<file path="config.mk">
export PLATFORM = sky130hd
export DESIGN_NAME = c16_mdu
export DESIGN_NICKNAME = d
export VERILOG_FILES = /design/src/rtl/c16_pkg.sv /design/src/rtl/c16_mdu.sv
export SDC_FILE = /design/constraint.sdc
export NUM_CORES = 1
export LEC_CHECK = 0
export CORE_MARGIN = 10
export CORE_UTILIZATION = 35
export CTS_BUF_LIST = sky130_fd_sc_hd__clkbuf_16
export DETAILED_ROUTE_END_ITERATION = 7
export REMOVE_ABC_BUFFERS = 1
export SETUP_SLACK_MARGIN = 0.3
export SLEW_MARGIN = 25
export SYNTH_ARGS = -nofsm -noshare
export SYNTH_HDL_FRONTEND = slang
export SYNTH_SLANG_ARGS = --single-unit
</file>
<file path="constraint.sdc">
create_clock -name clk -period 4.1 [get_ports clk]
set_input_delay 0.82 -clock clk [delete_from_list [all_inputs] [get_ports clk]]
set_output_delay 0.82 -clock clk [all_outputs]
set_load 0.005 [all_outputs]
</file>
<file path="src/rtl/c16_pkg.sv">
// c16_pkg -- shared definitions for the c16 multiply/divide unit.
//
// Holds the MDU sequencer state encoding and the op_div / op_signed
// encodings so the c16 core's xmul/xdiv states can drive the unit with
// the same names the unit uses internally.
package c16_pkg;

  // MDU sequencer states.
  //   ST_IDLE : waiting for start; results from the last operation held.
  //   ST_RUN  : one shift-add / shift-subtract step per cycle.
  //   ST_FIX  : sign correction and result registration; pulses done.
  typedef enum logic [1:0] {
    ST_IDLE = 2'd0,
    ST_RUN  = 2'd1,
    ST_FIX  = 2'd2
  } c16_state_t;

  // op_div encoding
  localparam logic OP_MUL      = 1'b0;
  localparam logic OP_DIV      = 1'b1;

  // op_signed encoding
  localparam logic OP_UNSIGNED = 1'b0;
  localparam logic OP_SIGNED   = 1'b1;

endpackage

</file>
<file path="src/rtl/c16_mdu.sv">
// c16_mdu -- iterative radix-2 multiply / restoring divide unit.
//
// Ports:
//   clk        sole clock, rising edge
//   resetn     asynchronous active-low reset
//   start      request a new operation (sampled only in ST_IDLE)
//   op_div     OP_MUL / OP_DIV
//   op_signed  OP_UNSIGNED / OP_SIGNED
//   a, b       multiplicand/multiplier or dividend/divisor
//   busy       operation in progress (low in the cycle done is high)
//   done       one-cycle pulse: res_lo/res_hi/div_zero are valid
//   res_lo     low product half or quotient
//   res_hi     high product half or remainder
//   div_zero   divide with b == 0 (res_lo = all ones, res_hi = a)
//   dbg_state  current sequencer state, for observation only
//
// Handshake: start is accepted on a rising edge where the unit is in
// ST_IDLE and start is high; a, b, op_div and op_signed are captured on
// that edge and are don't-care afterwards. Exactly one done pulse follows
// each accepted start (WIDTH+1 edges later, or 1 edge for divide by
// zero) unless resetn intervenes. start while busy is dropped. A start
// presented while done is high is accepted (the unit is already idle).
//
// Datapath: a 2*WIDTH+1 bit shift register acc holds the partial
// product / partial remainder in the upper WIDTH+1 bits and the
// multiplier / dividend-quotient in the lower WIDTH bits. A single
// WIDTH+1 bit adder serves both operations: for divide the addend is
// inverted with carry-in set, giving rem - divisor.
module c16_mdu
  import c16_pkg::*;
#(
  parameter int WIDTH = 16
) (
  input  logic             clk,
  input  logic             resetn,
  input  logic             start,
  input  logic             op_div,
  input  logic             op_signed,
  input  logic [WIDTH-1:0] a,
  input  logic [WIDTH-1:0] b,
  output logic             busy,
  output logic             done,
  output logic [WIDTH-1:0] res_lo,
  output logic [WIDTH-1:0] res_hi,
  output logic             div_zero,
  output c16_state_t       dbg_state
);

  localparam int              CW       = $clog2(WIDTH) + 1;
  localparam logic [CW-1:0]   CNT_LAST = CW'(WIDTH - 1);
  localparam logic [CW-1:0]   CNT_ONE  = CW'(1);

  c16_state_t         state;
  logic [CW-1:0]      cnt;
  logic [2*WIDTH:0]   acc;
  logic [WIDTH-1:0]   m;        // multiplicand or divisor magnitude
  logic               is_div;
  logic               neg_lo;   // negate product / quotient in ST_FIX
  logic               neg_hi;   // negate remainder in ST_FIX
  logic               dz;       // divide by zero in flight

  assign dbg_state = state;

  // Operand magnitudes, formed at acceptance. The most negative value
  // maps onto itself, which read as unsigned is the correct magnitude.
  logic             a_neg, b_neg;
  logic [WIDTH-1:0] a_mag, b_mag;

  always_comb begin
    a_neg = (op_signed == OP_SIGNED) & a[WIDTH-1];
    b_neg = (op_signed == OP_SIGNED) & b[WIDTH-1];
    a_mag = a_neg ? (~a + WIDTH'(1)) : a;
    b_mag = b_neg ? (~b + WIDTH'(1)) : b;
  end

  // Shared adder/subtractor and the next value of acc for one step.
  logic [WIDTH:0]   add_x, add_y, add_sum;
  logic [2*WIDTH:0] mul_next, div_next;

  always_comb begin
    if (is_div) begin
      // Partial remainder after the left shift: acc[2W-1:W-1].
      add_x = acc[2*WIDTH-1:WIDTH-1];
      add_y = ~{1'b0, m};
    end else begin
      add_x = acc[2*WIDTH:WIDTH];
      add_y = acc[0] ? {1'b0, m} : '0;
    end
    add_sum  = add_x + add_y + {{WIDTH{1'b0}}, is_div};
    mul_next = {1'b0, add_sum, acc[WIDTH-1:1]};
    // No borrow (sum MSB clear) means the divisor fit: keep the
    // difference and shift in a 1 quotient bit; otherwise restore.
    if (!add_sum[WIDTH])
      div_next = {add_sum, acc[WIDTH-2:0], 1'b1};
    else
      div_next = {acc[2*WIDTH-1:WIDTH-1], acc[WIDTH-2:0], 1'b0};
  end

  // Sign-corrected results, consumed in ST_FIX.
  logic [2*WIDTH-1:0] prod_fix;
  logic [WIDTH-1:0]   quo_fix, rem_fix;

  always_comb begin
    prod_fix = neg_lo ? (~acc[2*WIDTH-1:0] + (2*WIDTH)'(1)) : acc[2*WIDTH-1:0];
    quo_fix  = neg_lo ? (~acc[WIDTH-1:0] + WIDTH'(1)) : acc[WIDTH-1:0];
    rem_fix  = neg_hi ? (~acc[2*WIDTH-1:WIDTH] + WIDTH'(1)) : acc[2*WIDTH-1:WIDTH];
  end

  always_ff @(posedge clk or negedge resetn) begin
    if (!resetn) begin
      state    <= ST_IDLE;
      cnt      <= '0;
      acc      <= '0;
      m        <= '0;
      is_div   <= 1'b0;
      neg_lo   <= 1'b0;
      neg_hi   <= 1'b0;
      dz       <= 1'b0;
      busy     <= 1'b0;
      done     <= 1'b0;
      res_lo   <= '0;
      res_hi   <= '0;
      div_zero <= 1'b0;
    end else begin
      done <= 1'b0;
      case (state)
        ST_IDLE: begin
          if (start) begin
            busy   <= 1'b1;
            cnt    <= '0;
            is_div <= op_div;
            if (op_div == OP_DIV && b == '0) begin
              // Keep the raw dividend; it is returned as res_hi.
              dz    <= 1'b1;
              acc   <= {{(WIDTH+1){1'b0}}, a};
              m     <= '0;
              state <= ST_FIX;
            end else begin
              dz     <= 1'b0;
              neg_lo <= a_neg ^ b_neg;
              neg_hi <= a_neg;
              if (op_div == OP_DIV) begin
                acc <= {{(WIDTH+1){1'b0}}, a_mag};
                m   <= b_mag;
              end else begin
                acc <= {{(WIDTH+1){1'b0}}, b_mag};
                m   <= a_mag;
              end
              state <= ST_RUN;
            end
          end
        end

        ST_RUN: begin
          acc <= is_div ? div_next : mul_next;
          if (cnt == CNT_LAST) begin
            cnt   <= '0;
            state <= ST_FIX;
          end else begin
            cnt <= cnt + CNT_ONE;
          end
        end

        ST_FIX: begin
          if (dz) begin
            res_lo   <= '1;
            res_hi   <= acc[WIDTH-1:0];
            div_zero <= 1'b1;
          end else if (is_div) begin
            res_lo   <= quo_fix;
            res_hi   <= rem_fix;
            div_zero <= 1'b0;
          end else begin
            res_lo   <= prod_fix[WIDTH-1:0];
            res_hi   <= prod_fix[2*WIDTH-1:WIDTH];
            div_zero <= 1'b0;
          end
          done  <= 1'b1;
          busy  <= 1'b0;
          state <= ST_IDLE;
        end

        default: begin
          busy  <= 1'b0;
          state <= ST_IDLE;
        end
      endcase
    end
  end

endmodule
</file>
# [Word-level counts from Yosys, hierarchy flattened]
# Index checks and enable logic that the tools add are counted.
[totals] register_bits=95 in_bits=37 out_inout_bits=37 elab_cells=78
[op_classes] add_sub_neg=8 eq_ne=5 n_mux=32 bitwise=11 n_reduce_logical=9
[ops] operator="16-bit 2-to-1 mux" n=13
[ops] operator="33-bit 2-to-1 mux" n=3
[ops] operator="33-bit case mux with 2 select lines" n=1
[ops] operator="16-bit by 1-bit adder with 16-bit output, second input constant" n=4
[ops] operator="16-bit NOT" n=4
[ops] operator="17-bit 2-to-1 mux" n=2
[ops] operator="32-bit by 1-bit adder with 32-bit output, second input constant" n=1
[ops] operator="32-bit 2-to-1 mux" n=1
[ops] operator="32-bit NOT" n=1
[ops] operator="17-bit by 1-bit adder with 17-bit output" n=1
[ops] operator="17-bit adder" n=1
[ops] operator="16-bit NOT with 17-bit output" n=1
[ops] operator="16-bit zero test" n=1
[ops] operator="5-bit 2-to-1 mux" n=2
[ops] operator="5-bit case mux with 2 select lines" n=1
[ops] operator="2-bit AND reduction" n=4
[ops] operator="2-bit 2-to-1 mux" n=3
[ops] operator="5-bit by 1-bit adder with 5-bit output, second input constant" n=1
[ops] operator="5-bit by 4-bit == test with 1-bit output, second input constant" n=1
[ops] operator="1-bit 2-to-1 mux" n=4
[ops] operator="2-bit inequality test, second input constant" n=2
[ops] operator="2-bit case mux with 2 select lines" n=1
[ops] operator="3-bit AND reduction" n=1
[ops] operator="1-bit AND" n=2
[ops] operator="other kinds (8)" n=9

# [Depth between registers and ports, before layout]
[depth] depth_word=7 depth_mapped=17 depth_no_buf=15

# [Worst setup path before layout]
# No wires, ideal clock.
[synth_path] path_type="register to register" startpoint="reg is_div" endpoint="reg acc[30]" setup_ns=0.137 t_arrival_ns=3.710 required_time_ns=3.963 path_slack_ns=0.253 path_stages_with_launch=17 period_less_slack_ns=3.847 path_cell_list="dfrtp_1 -> buf_1 -> clkbuf_1 -> buf_1 -> nand2_1 -> a21boi_0 -> fa_1 -> inv_1 -> fa_1 -> a211oi_1 -> nor3_1 -> o21ai_2 -> a21oi_4 -> xnor2_2 -> buf_4 -> a222oi_1 -> o31ai_1"
[synth_between] elab_chain_cells=6
[synth_lines] element="start: declaration" line="c16_mdu.sv:57" text="logic is_div;"
[synth_lines] element="start signal: assignment" line="c16_mdu.sv:131" text="is_div <= op_div;"
[synth_lines] element="17-bit 2-to-1 mux" line="c16_mdu.sv:81" text="if (is_div) begin"
[synth_lines] element="17-bit adder" line="c16_mdu.sv:89" text="add_sum = add_x + add_y + {{WIDTH{1'b0}}, is_div};"
[synth_lines] element="17-bit by 1-bit adder with 17-bit output" line="c16_mdu.sv:89"
[synth_lines] element="33-bit 2-to-1 mux" line="c16_mdu.sv:93" text="if (!add_sum[WIDTH])"
[synth_lines] element="33-bit 2-to-1 mux *" line="c16_mdu.sv:155" text="acc <= is_div ? div_next : mul_next;"
[synth_lines] element="33-bit case mux with 2 select lines *" line="c16_mdu.sv:126" text="case (state)"
[synth_lines] element="end signal: assignment" line="c16_mdu.sv:135" text="acc <= {{(WIDTH+1){1'b0}}, a};"
[synth_lines] element="end signal: assignment" line="c16_mdu.sv:143" text="acc <= {{(WIDTH+1){1'b0}}, a_mag};"
[synth_lines] element="end signal: assignment" line="c16_mdu.sv:155"
[synth_lines] element="end: declaration" line="c16_mdu.sv:55" text="logic [2*WIDTH:0] acc;"
# Every way passes the cells marked *; elsewhere a longest branch is shown, timed or not.
# A chain may end at the register's enable or synchronous reset.

# [Worst setup path in the final report]
[layout_path] startpoint="reg is_div" endpoint="reg acc[16]"
# The elaborated chain is that of the path after synthesis.

==> impl_metrics.env <==
export IMPL_run_status="completed"
export IMPL_std_cell_rows=52
export IMPL_grt_pass1_vias=6473
export IMPL_ys_seq_elements=95
export IMPL_slew_limit_headroom_pct=37.3
export IMPL_timing_critical_path_required_ns=4.33
export IMPL_final_nets=1004
export IMPL_dp_final_hpwl_um=16400
export IMPL_share_of_flip_flops_with_an_asynchronous_set_or_reset_pct=100
export IMPL_viasPerCell=5.53
export IMPL_worstSkewPairLatency_ns=0.35
export IMPL_cellPowerDensity_mw_per_mm2=882
export IMPL_floorplan_core_area_mm2=0.0204
export IMPL_share_of_total_power_in_combinational_logic_pct=63.2
export IMPL_final_critical_path_setup_slack_ns=0.617
export IMPL_grt_antenna_before_repair=0
export IMPL_min_delay_path_class="input pin to async pin"
export IMPL_finalHoldViolCount=0
export IMPL_die_h_um=165
export IMPL_num_antenna_cells=0
export IMPL_synth_cell_type_count=76
export IMPL_place_detailed_instances=1202
export IMPL_synth_cells=901
export IMPL_route_detailed_wl_per_inst_um=17.5
export IMPL_max_cap_violations=0
export IMPL_crit_path_start_kind="flip-flop"
export IMPL_clock_tree_root_buffer_cell="clkbuf_16"
export IMPL_worstPathArrival_ns=3.72
export IMPL_power_leakage_nw=3.47
export IMPL_yosysSeqAreaShare_pct=32.4
export IMPL_grt_first_pass_wirelength_um=34500
export IMPL_mappedNetlistArea_mm2=0.00733
export IMPL_postLayoutCellArea_mm2=0.00860
export IMPL_cts_made_buffers=9
export IMPL_fin_skew_ns=0.0101
export IMPL_htree_levels=3
export IMPL_fin_total_pwr_w=0.00759
export IMPL_crit_path_max_fanout=16
export IMPL_number_of_setup_violations_in_the_final_report=0
export IMPL_drt_wl_total_um=21300
export IMPL_remaining_global_route_overflow=0
export IMPL_fmaxAchievable_mhz=287
export IMPL_register_share_of_total_power_pct=25.8
export IMPL_io_pins=74
export IMPL_port_buffer_count=73
export IMPL_number_of_flops_mapped_to_enable_cells_by_yosys=0
export IMPL_grt_setup_unrepaired="no"
export IMPL_globalRouteTotalUtil_pct=15.8
export IMPL_largest_net_degree_at_the_start_of_global_routing=49
export IMPL_die_area_mm2=0.0271
export IMPL_holdWs_ns=0.446
export IMPL_placement_cell_area_mm2=0.00829
export IMPL_detail_route_first_pass_iterations=6
export IMPL_via_count=6738
export IMPL_yosysWarningCount=0
export IMPL_starting_density_pct=35.9
export IMPL_clock_sinks=95
export IMPL_cts_tree="yes"
export IMPL_netSwitchingFraction_pct=47.4
export IMPL_pwr_share_clk_pct=11.0
export IMPL_timing_worst_slew_pin_value_ns=0.937
export IMPL_end_kind="flip-flop"
export IMPL_stdcell_count=1218
export IMPL_final_antenna_violating_net_count=0
export IMPL_synth_avg_cell_area_um2=8.13
export IMPL_netSwitchingPower_w=0.00359
export IMPL_critPathKind="flip-flop to flip-flop"
export IMPL_drive_above_1_share_pct=7.91
export IMPL_clock_transition_at_the_registers_of_the_reported_paths_ns=0.07
export IMPL_cts_path_max_buffers=2
export IMPL_post_cts_hold_buffer_count=0
export IMPL_intPower_w=0.00399
export IMPL_place_worst_setup_slack_ns=0.301
export IMPL_period_minus_slack_ns=3.48
export IMPL_remaining_drc_errors=0
export IMPL_vdd_ir_drop_worst_uv=250
export IMPL_min_period_over_period_pct=85.0
export IMPL_drtIter0Drc=642
export IMPL_area_added_between_synthesis_and_finish_pct=17.4
export IMPL_place_congestion=0.908
export IMPL_synth_top_flop_cell="dfrtp_1"
export IMPL_final_max_slew_viol_count=0
export IMPL_die_width_um=165
-- cell type report --
type,instances,area [µm²]
Fill cell,2102,11800
Multi-Input combinational cell,723,4640
Sequential cell,95,2380
Timing Repair Buffer,94,886
Tap cell,270,338
Clock buffer,9,225
Inverter,21,78.8
Clock inverter,6,61.3
-- synthesized netlist by cell type (3+ instances only) --
| cell type | number | area (µm²) |
|---|---|---|
| xnor2_1 | 37 | 324 |
| nand2_1 | 104 | 390 |
| nand2b_1 | 11 | 68.8 |
| a21o_1 | 5 | 37.5 |
| and3_1 | 7 | 43.8 |
| a22oi_1 | 7 | 52.6 |
| or2_2 | 3 | 18.8 |
| nand3b_1 | 4 | 30.0 |
| buf_2 | 3 | 15.0 |
| a22o_1 | 7 | 61.3 |
| a31oi_1 | 9 | 56.3 |
| clkbuf_1 | 50 | 188 |
| nor2b_1 | 7 | 43.8 |
| o21ai_1 | 3 | 15.0 |
| nor2_1 | 78 | 293 |
| inv_1 | 19 | 71.3 |
| buf_4 | 3 | 22.5 |
| or4_1 | 5 | 37.5 |
| nand3_1 | 13 | 65.1 |
| a21oi_1 | 85 | 425 |
| and2_1 | 4 | 25.0 |
| nor4_1 | 7 | 43.8 |
| o31ai_1 | 12 | 90.1 |
| dfrtp_1 | 95 | 2380 |
| a211oi_1 | 14 | 105 |
| or3_1 | 4 | 25.0 |
| o22ai_1 | 10 | 62.6 |
| xor2_1 | 37 | 324 |
| mux2i_1 | 24 | 240 |
| buf_1 | 5 | 18.8 |
| a32oi_1 | 3 | 26.3 |
| o21ai_0 | 106 | 531 |
| nor3_1 | 17 | 85.1 |
| o21a_1 | 4 | 30.0 |
| a221oi_1 | 5 | 43.8 |
| mux2_2 | 20 | 225 |
| o211ai_1 | 4 | 30.0 |
| ha_1 | 21 | 263 |
-- flip-flops by register name (all words and copies together), names as in the netlist, 2 cells and up --
name	flops
dbg_state	2
cnt	5
acc	33
res_hi	16
m	16
res_lo	16
-- layout by cell type, fill, tap and decap left out, types with 3 or more instances in the layout --
cell / instances
a211oi_1: 14
a21o_1: 5
a21oi_1: 85
a221oi_1: 5
a22o_1: 7
a22oi_1: 7
a31oi_1: 9
a32oi_1: 3
and2_1: 4
and3_1: 7
buf_4: 22
clkbuf_16: 9
clkdlybuf4s50_1: 72
clkinv_1: 3
dfrtp_1: 94
ha_1: 21
inv_1: 19
mux2_2: 20
mux2i_1: 24
nand2_1: 104
nand2b_1: 11
nand3_1: 13
nand3b_1: 4
nor2_1: 78
nor2b_1: 7
nor3_1: 16
nor4_1: 7
o211ai_1: 4
o21a_1: 4
o21ai_0: 106
o21ai_1: 3
o22ai_1: 10
o31ai_1: 12
or2_2: 3
or3_1: 4
or4_1: 5
xnor2_1: 37
xor2_1: 37
-- metrics by stage --
step | utilization, % | TNS, ns
after floorplan | - | -15.72
after global placement | 40.6 | 0
after detailed placement | 40.6 | 0
after CTS | 42.1 | 0
after global routing | 42.1 | 0
final | 42.1 | 0
-- worst paths after layout --
kind	start	end	slack (ns)	cells past startpoint
setup / recovery	is_div	acc[16]	0.62	13
min in group clk	res_hi[6]	res_hi[6]	0.48	2
max in group asynchronous	resetn	acc[30]	2.81	2
hold / removal	resetn	res_lo[11]	0.45	1
setup reg to reg	is_div	acc[16]	0.62	13
hold reg to reg	res_hi[6]	res_hi[6]	0.48	2
-- power by group through the flow --
stage | Combinational [W] | Clock, W | Sequential (W)
2_1_floorplan | 0.00327 | 0 | 0.00185
3_3_place_gp | 0.00469 | 0 | 0.00195
3_5_place_dp | 0.00474 | 0 | 0.00197
4_1_cts | 0.00477 | 0.000853 | 0.00195
5_1_grt | 0.00537 | 0.000893 | 0.00203
6_report | 0.00479 | 0.000833 | 0.00196
-- per-layer routing --
layer,share of wire [%],up-vias,GRT usage [%]
li1,-,3332,-
met1,48,3219,22.0
met2,45,173,24.7
met3,5.7,14,2.56
met4,1.6,0,4.63
met5,0,-,0
-- kinds of logic (layout without fill, tap and decap cells) --
logic type | after synthesis | in the layout | synth area share, %
buffers and inverters | 83 | 130 | 4.51
DFF | 95 | 95 | 32.4
AOI/OAI and AO/OA | 303 | 303 | 25.6
muxes | 44 | 44 | 6.35
xor gates and xnor gates | 75 | 75 | 9.07
adders and majority gates | 23 | 23 | 4.13
and+or+nand+nor | 278 | 278 | 17.9
-- repair_timing --
action	in CTS	in global routing
gates resized for setup	1	1
buffers inserted	0	1
setup endpoints to repair	2	3
cloned	0	0
pin swaps	0	1
-- worst max-delay path: stages, from the launching register on --
cell      delay, ns
dfrtp_2        0.40
clkinv_1       0.18
a21boi_0       0.34
fa_1           0.25
inv_1          0.05
fa_1           0.41
a211oi_1       0.40
nor3_2         0.12
o21ai_2        0.19
a21oi_4        0.12
xnor2_4        0.51
buf_4          0.22
or3_1          0.10
nand3_1        0.07
(Power assumes the default switching activity.)
